File: config.mk
export PLATFORM = sky130hd
export DESIGN_NAME = logic_gate_pipe
export DESIGN_NICKNAME = d
export VERILOG_FILES = /design/src/rtl/logic_gate_pipe.sv
export SDC_FILE = /design/constraint.sdc
export NUM_CORES = 1
export LEC_CHECK = 0
export CAP_MARGIN = 15
export CORE_MARGIN = 3
export CORE_UTILIZATION = 46
export CTS_BUF_LIST = sky130_fd_sc_hd__clkbuf_8
export CTS_CLUSTER_SIZE = 30
export DETAILED_ROUTE_END_ITERATION = 6
export PLACE_DENSITY = 0.73
export RECOVER_POWER = 50
export SLEW_MARGIN = 5
export SYNTH_ARGS = -nofsm -noshare
export SYNTH_HDL_FRONTEND = slang
export SYNTH_SLANG_ARGS = --single-unit
File: constraint.sdc
create_clock -name clk -period 7.32 [get_ports clk]
set_input_delay 1.098 -clock clk [delete_from_list [all_inputs] [get_ports clk]]
set_output_delay 1.098 -clock clk [all_outputs]
set_load 0.1 [all_outputs]
File: src/rtl/logic_gate_pipe.sv
// Bitwise gate unit with a 2-entry result FIFO and valid/ready handshakes.
// Head entry, its parity and in_ready are all registered outputs.
module logic_gate_pipe #(
    parameter int WIDTH = 8,
    parameter int CNT_W = 16
) (
    input  logic             clk,
    input  logic             rst_n,
    input  logic             in_valid,
    output logic             in_ready,
    input  logic [2:0]       op,
    input  logic [WIDTH-1:0] a,
    input  logic [WIDTH-1:0] b,
    output logic             out_valid,
    input  logic             out_ready,
    output logic [WIDTH-1:0] y,
    output logic             y_par,
    output logic [CNT_W-1:0] done_cnt
);

    logic [WIDTH-1:0] ent0_q, ent0_d;
    logic [WIDTH-1:0] ent1_q, ent1_d;
    logic [1:0]       occ_q, occ_d, occ_p;
    logic             in_ready_q, in_ready_d;
    logic             par_q, par_d;
    logic [CNT_W-1:0] done_cnt_q, done_cnt_d;
    logic [WIDTH-1:0] res;
    logic             push, pop;

    always_comb begin
        res = '0;
        unique case (op)
            3'd0: res = a & b;
            3'd1: res = a | b;
            3'd2: res = ~(a & b);
            3'd3: res = ~(a | b);
            3'd4: res = a ^ b;
            3'd5: res = ~(a ^ b);
            3'd6: res = ~a;
            3'd7: res = a;
            default: res = '0;
        endcase
    end

    // Shift-register FIFO: ent0 is always the head, so y needs no mux.
    always_comb begin
        push   = in_valid & in_ready_q;
        pop    = (occ_q != 2'd0) & out_ready;
        occ_p  = occ_q - {1'b0, pop};
        ent0_d = pop ? ent1_q : ent0_q;
        ent1_d = ent1_q;
        if (push) begin
            if (occ_p == 2'd0) ent0_d = res;
            else               ent1_d = res;
        end
        occ_d      = occ_p + {1'b0, push};
        in_ready_d = (occ_d < 2'd2);
        par_d      = ^ent0_d;
        done_cnt_d = pop ? done_cnt_q + CNT_W'(1) : done_cnt_q;
    end

    always_ff @(posedge clk or negedge rst_n) begin
        if (!rst_n) begin
            ent0_q     <= '0;
            ent1_q     <= '0;
            occ_q      <= 2'd0;
            in_ready_q <= 1'b0;
            par_q      <= 1'b0;
            done_cnt_q <= '0;
        end else begin
            ent0_q     <= ent0_d;
            ent1_q     <= ent1_d;
            occ_q      <= occ_d;
            in_ready_q <= in_ready_d;
            par_q      <= par_d;
            done_cnt_q <= done_cnt_d;
        end
    end

    assign in_ready  = in_ready_q;
    assign out_valid = (occ_q != 2'd0);
    assign y         = ent0_q;
    assign y_par     = par_q;
    assign done_cnt  = done_cnt_q;

endmodule

Yosys cells after proc, flatten, opt, wreduce, memory -nomap -nowiden
Cells that the tools add are included.
{"block": "word_totals", "elab_cells": 36, "out_inout_bits": 27, "regBits": 36, "input_bits": 23}
{"block": "op_classes", "n_addsub": 3, "order_cmp": 1, "muxes": 4, "n_eq_ne": 7, "n_reduce_logical": 5, "n_bitwise": 10}
{"operator": "$pmux W8 S8", "n": 1}
{"operator": "$not A8 Y8", "n": 4}
{"operator": "$mux W8", "n": 3}
{"operator": "$add A16 B1 Y16 const B", "n": 1}
{"operator": "$eq A3 B3 Y1 const B", "n": 4}
{"operator": "$and A8 B8 Y8", "n": 1}
{"operator": "$or A8 B8 Y8", "n": 1}
{"operator": "$reduce_xor A8 Y1", "n": 1}
{"operator": "$xor A8 B8 Y8", "n": 1}
{"operator": "$eq A3 B2 Y1 const B", "n": 2}
{"operator": "$eq A3 B1 Y1 const B", "n": 1}
{"operator": "$logic_not A3 Y1", "n": 1}
{"operator": "$add A2 B1 Y2", "n": 1}
{"operator": "$and A1 B1 Y1", "n": 2}
{"operator": "$logic_not A2 Y1", "n": 1}
{"operator": "$lt A2 B2 Y1 const B", "n": 1}
{"operator": "$reduce_and A2 Y1", "n": 1}
{"operator": "$reduce_bool A2 Y1", "n": 1}
{"operator": "$sub A2 B1 Y2", "n": 1}
{"operator": "$not A1 Y1", "n": 1}

Depth between registers and ports, before layout
{"block": "depth", "depth_word": 7, "mapped_depth": 12, "mapped_depth_nobuf": 11}

Worst setup path after synthesis
No wires, ideal clock.
{"block": "synth_path", "path_type": "input-to-reg", "startpoint": "input out_ready", "endpoint": "register par_q, in the netlist y_par", "cell_stages": 9, "path_slack_ns": 4.154, "n_path_buf": 1, "required_ns": 7.197, "setup_time_ns": 0.123, "arrival_time_ns": 3.043, "path_cell_list": "nand2_1 > clkinv_1 > ha_1 > xnor2_1 > nand3_1 > clkbuf_1 > o31ai_2 > xor3_1 > xnor2_1"}
{"block": "synth_via", "elab_chain_len": 6, "elab_cells_between_ends": 7}
{"element": "start: declaration", "line": "15", "source": "input logic out_ready,"}
{"element": "$and A1 B1 Y1 *", "line": "48", "source": "pop = (occ_q != 2'd0) & out_ready;"}
{"element": "$sub A2 B1 Y2", "line": "49", "source": "occ_p = occ_q - {1'b0, pop};"}
{"element": "$logic_not A2 Y1", "line": "53", "source": "if (occ_p == 2'd0) ent0_d = res;"}
{"element": "$mux W8", "line": "53"}
{"element": "$mux W8 *", "line": "52", "source": "if (push) begin"}
{"element": "net ent0_d[1]", "line": "21", "source": "logic [WIDTH-1:0] ent0_q, ent0_d;"}
{"element": "$reduce_xor A8 Y1 *", "line": "58", "source": "par_d = ^ent0_d;"}
{"element": "net par_d", "line": "25", "source": "logic par_q, par_d;"}
{"element": "end signal: assignment", "line": "75", "source": "par_q <= par_d;"}
{"element": "end: declaration", "line": "25"}
Mark *: on every way through the listed nets, which the timed path passes. The rest lies on a longest branch.
A chain may end at the register's enable or synchronous reset.

Worst setup path in the final report
Same ends and word-level chain as after synthesis.

==> reports/metrics.yaml <==
fp.dieW_um: 79.6
ys_warn_count: 0
fin_skew_ps: 1.98
dp_hpwl_um: 3640
clkSinkCount: 36
cts_made_buffers: 5
crit_fanout: 11
netlist_top_cells_count: "dfrtp_1 (36), nand2_1 (28), inv_1 (22)"
post_cts_resize_count: 0
rsz0062_at_grt: "no"
max_stage_delay_ps: 530
hp-class: "reg -> reg"
path_cells: "dlygate4sd3_1 -> nand2_1 -> clkinv_1 -> ha_1 -> xnor2_1 -> nand3_1 -> mux2i_1 -> xor2_1 -> xor3_1 -> xnor2_1"
cts_max_level: 2
syn_inst: 252
clk_pin_slew_worst_paths_ps: 70
critical_path.top_delay_family: "buffers and inverters"
power.density_nw_per_um2: 410
fin_crit_sh_pct: 57.7
clkLatencyLatePin_ps: 280
post-route-util_pct: 60.7
start_util_pct: 48.1
crit_required_ps: 7500
syn_nets: 294
root_buffer: "clkbuf_8"
grt_overflow: 0
yosysSeqAreaShare_pct: 36.2
area_growth_pct: 26.2
dr.pass1.iters: 4
die_area_um2: 6330
vias: 1897
drc: 0
yosysTopAreaCellShare_pct: 36.2
tns_ps: 0
grt_pass1_wl_um: 7890
worst_slew_pin_slew_ps: 1860
setup_viol: 0
synth_seq_cells: 36
grt_max_degree: 39
synth.area.top_cells: "dfrtp_1 (36%), ha_1 (9.6%), mux2i_1 (8.4%)"
slew_viol_final: 37
dieHeight_um: 79.6
antenna_found_initial: 0
syn_area_per_cell_um2: 9.88
critPathLaunchType: "primary input"
layout_min_cycle_time_ps: 4220
maxCapViolations: 1
wl_per_cell_um: 12.6
worst_path_max_delay_cell: "dlygate4sd3_1"
synthArstFlopShare_pct: 100
dr.first_iter.drc_count: 48
cts_hold_buffers: 0
path_class: "in -> reg"
yosysTopAreaCell: "dfrtp_1"
cts_setup_buffers: 0
synth_flop_cell: "dfrtp_1"
end_kind: "register"
core_um2: 5170
fmax_mhz: 237
status: "complete, but fails checks"
clock_path_buffers: 2
critPathBufInv: 2
violations: "max-capacitance violations, max-slew violations"
drive_above_1_share_pct: 8.67
final_cells: 370
portBuffers: 49
max-slew-margin-rel_pct: -23.7
first_global_vias: 1813
antenna_left: 0
ios: 50
leakage_nw: 1.50
hold_viol_final: 0
gp_congestion: 0.833
cp.arrival_ps: 4400
std_cell_rows: 26
track_usage_pct: 15.7
critPathMostFrequentCell: "xnor2_1"
synth_edf_count: 0
finalWirelength_um: 4680
synth_cell_types: 48
nets: 341
routed_via_density: 5.13
synth_area_um2: 2490
dpl.cell_count: 362
vdd_ir_drop_max_mv: 0.307
cts_tree: "built"
antennaDiodeCount: 0
synthMostInstantiatedCell: "dfrtp_1"
## cell families after synthesis
family	synth area share, %
DFF	36.2
muxes	15.2
adders and majority gates	9.55
AOI/OAI and AO/OA	9.50
and+or+nand+nor	13.9
buffers and inverters	6.03
xor gates and xnor gates	9.60
## worst register-to-register path, stage by stage, from the launching register on
cell and delay (ps):
dfrtp_1 390, or2_2 300, nand2_1 370, clkinv_1 380
ha_1 300, xnor2_1 340, nand3_1 450, mux2i_1 390
xor2_1 190, xor3_1 250, xnor2_1 130
## area by class of cell
| type | instances | area [um^2] |
|---|---|---|
| Timing Repair Buffer | 51 | 502 |
| Clock inverter | 1 | 30.0 |
| Tap cell | 70 | 87.6 |
| Multi-Input combinational cell | 182 | 1440 |
| Fill cell | 465 | 2030 |
| Sequential cell | 36 | 901 |
| Clock buffer | 7 | 96.3 |
| Inverter | 23 | 86.3 |
## metal layers
metal  up-vias  wire, um  global-route usage, %  part of all wire, %
li1        969         -                      -                    -
met1       862      2090                   19.1                   45
met2        58      2210                   26.6                   47
met3         8       272                   3.27                  5.8
met4         0       100                   7.22                  2.1
met5         -         0                      0                    0
## stage by stage
| step | setup slack, ps | instance area (um^2) | power, mW | hold slack, ps |
|---|---|---|---|---|
| after floorplan | 4150 | 2490 | 0.941 | 445 |
| after global placement | 3070 | 3020 | 1.10 | 462 |
| after detailed placement | 2990 | 3020 | 1.11 | 482 |
| after CTS | 3240 | 3140 | 1.30 | 492 |
| after global routing | 2830 | 3140 | 1.36 | 498 |
| final | 3100 | 3140 | 1.29 | 476 |
## power breakdown
group          total, mW  leakage (nW)  switching [mW]  internal, mW
clock network      0.188        0.0645          0.0683         0.120
registers          0.333         0.459          0.0579         0.275
logic              0.766         0.977           0.513         0.253
total               1.29          1.50           0.639         0.648
## path summary, 6_finish.rpt
| kind | from | end | slack, ps | depth (start not counted) |
|---|---|---|---|---|
| min in group asynchronous | rst_n | done_cnt[15] | 1850 | 2 |
| hold reg to reg | done_cnt[15] | done_cnt[15] | 480 | 1 |
| max in group asynchronous | rst_n | done_cnt[8] | 4400 | 2 |
| setup reg to reg | occ_q[1] | y_par | 3740 | 10 |
| setup / recovery | out_ready | y_par | 3100 | 10 |
| hold / removal | done_cnt[15] | done_cnt[15] | 480 | 1 |
## registers in the layout, summed over array words and instances (netlist names)
register and cells:
done_cnt 16, ent1_q 8, y 8, occ_q 2
in_ready 1, y_par 1
## cell usage in the layout (no fill, tap or decap), types with 10 or more instances in the layout
master	instances
xnor2_1	16
nand2_1	28
ha_1	19
inv_1	22
clkdlybuf4s50_1	44
mux2_2	10
mux2i_1	21
nor2_1	11
dfrtp_1	36
(Power assumes the default switching activity.)
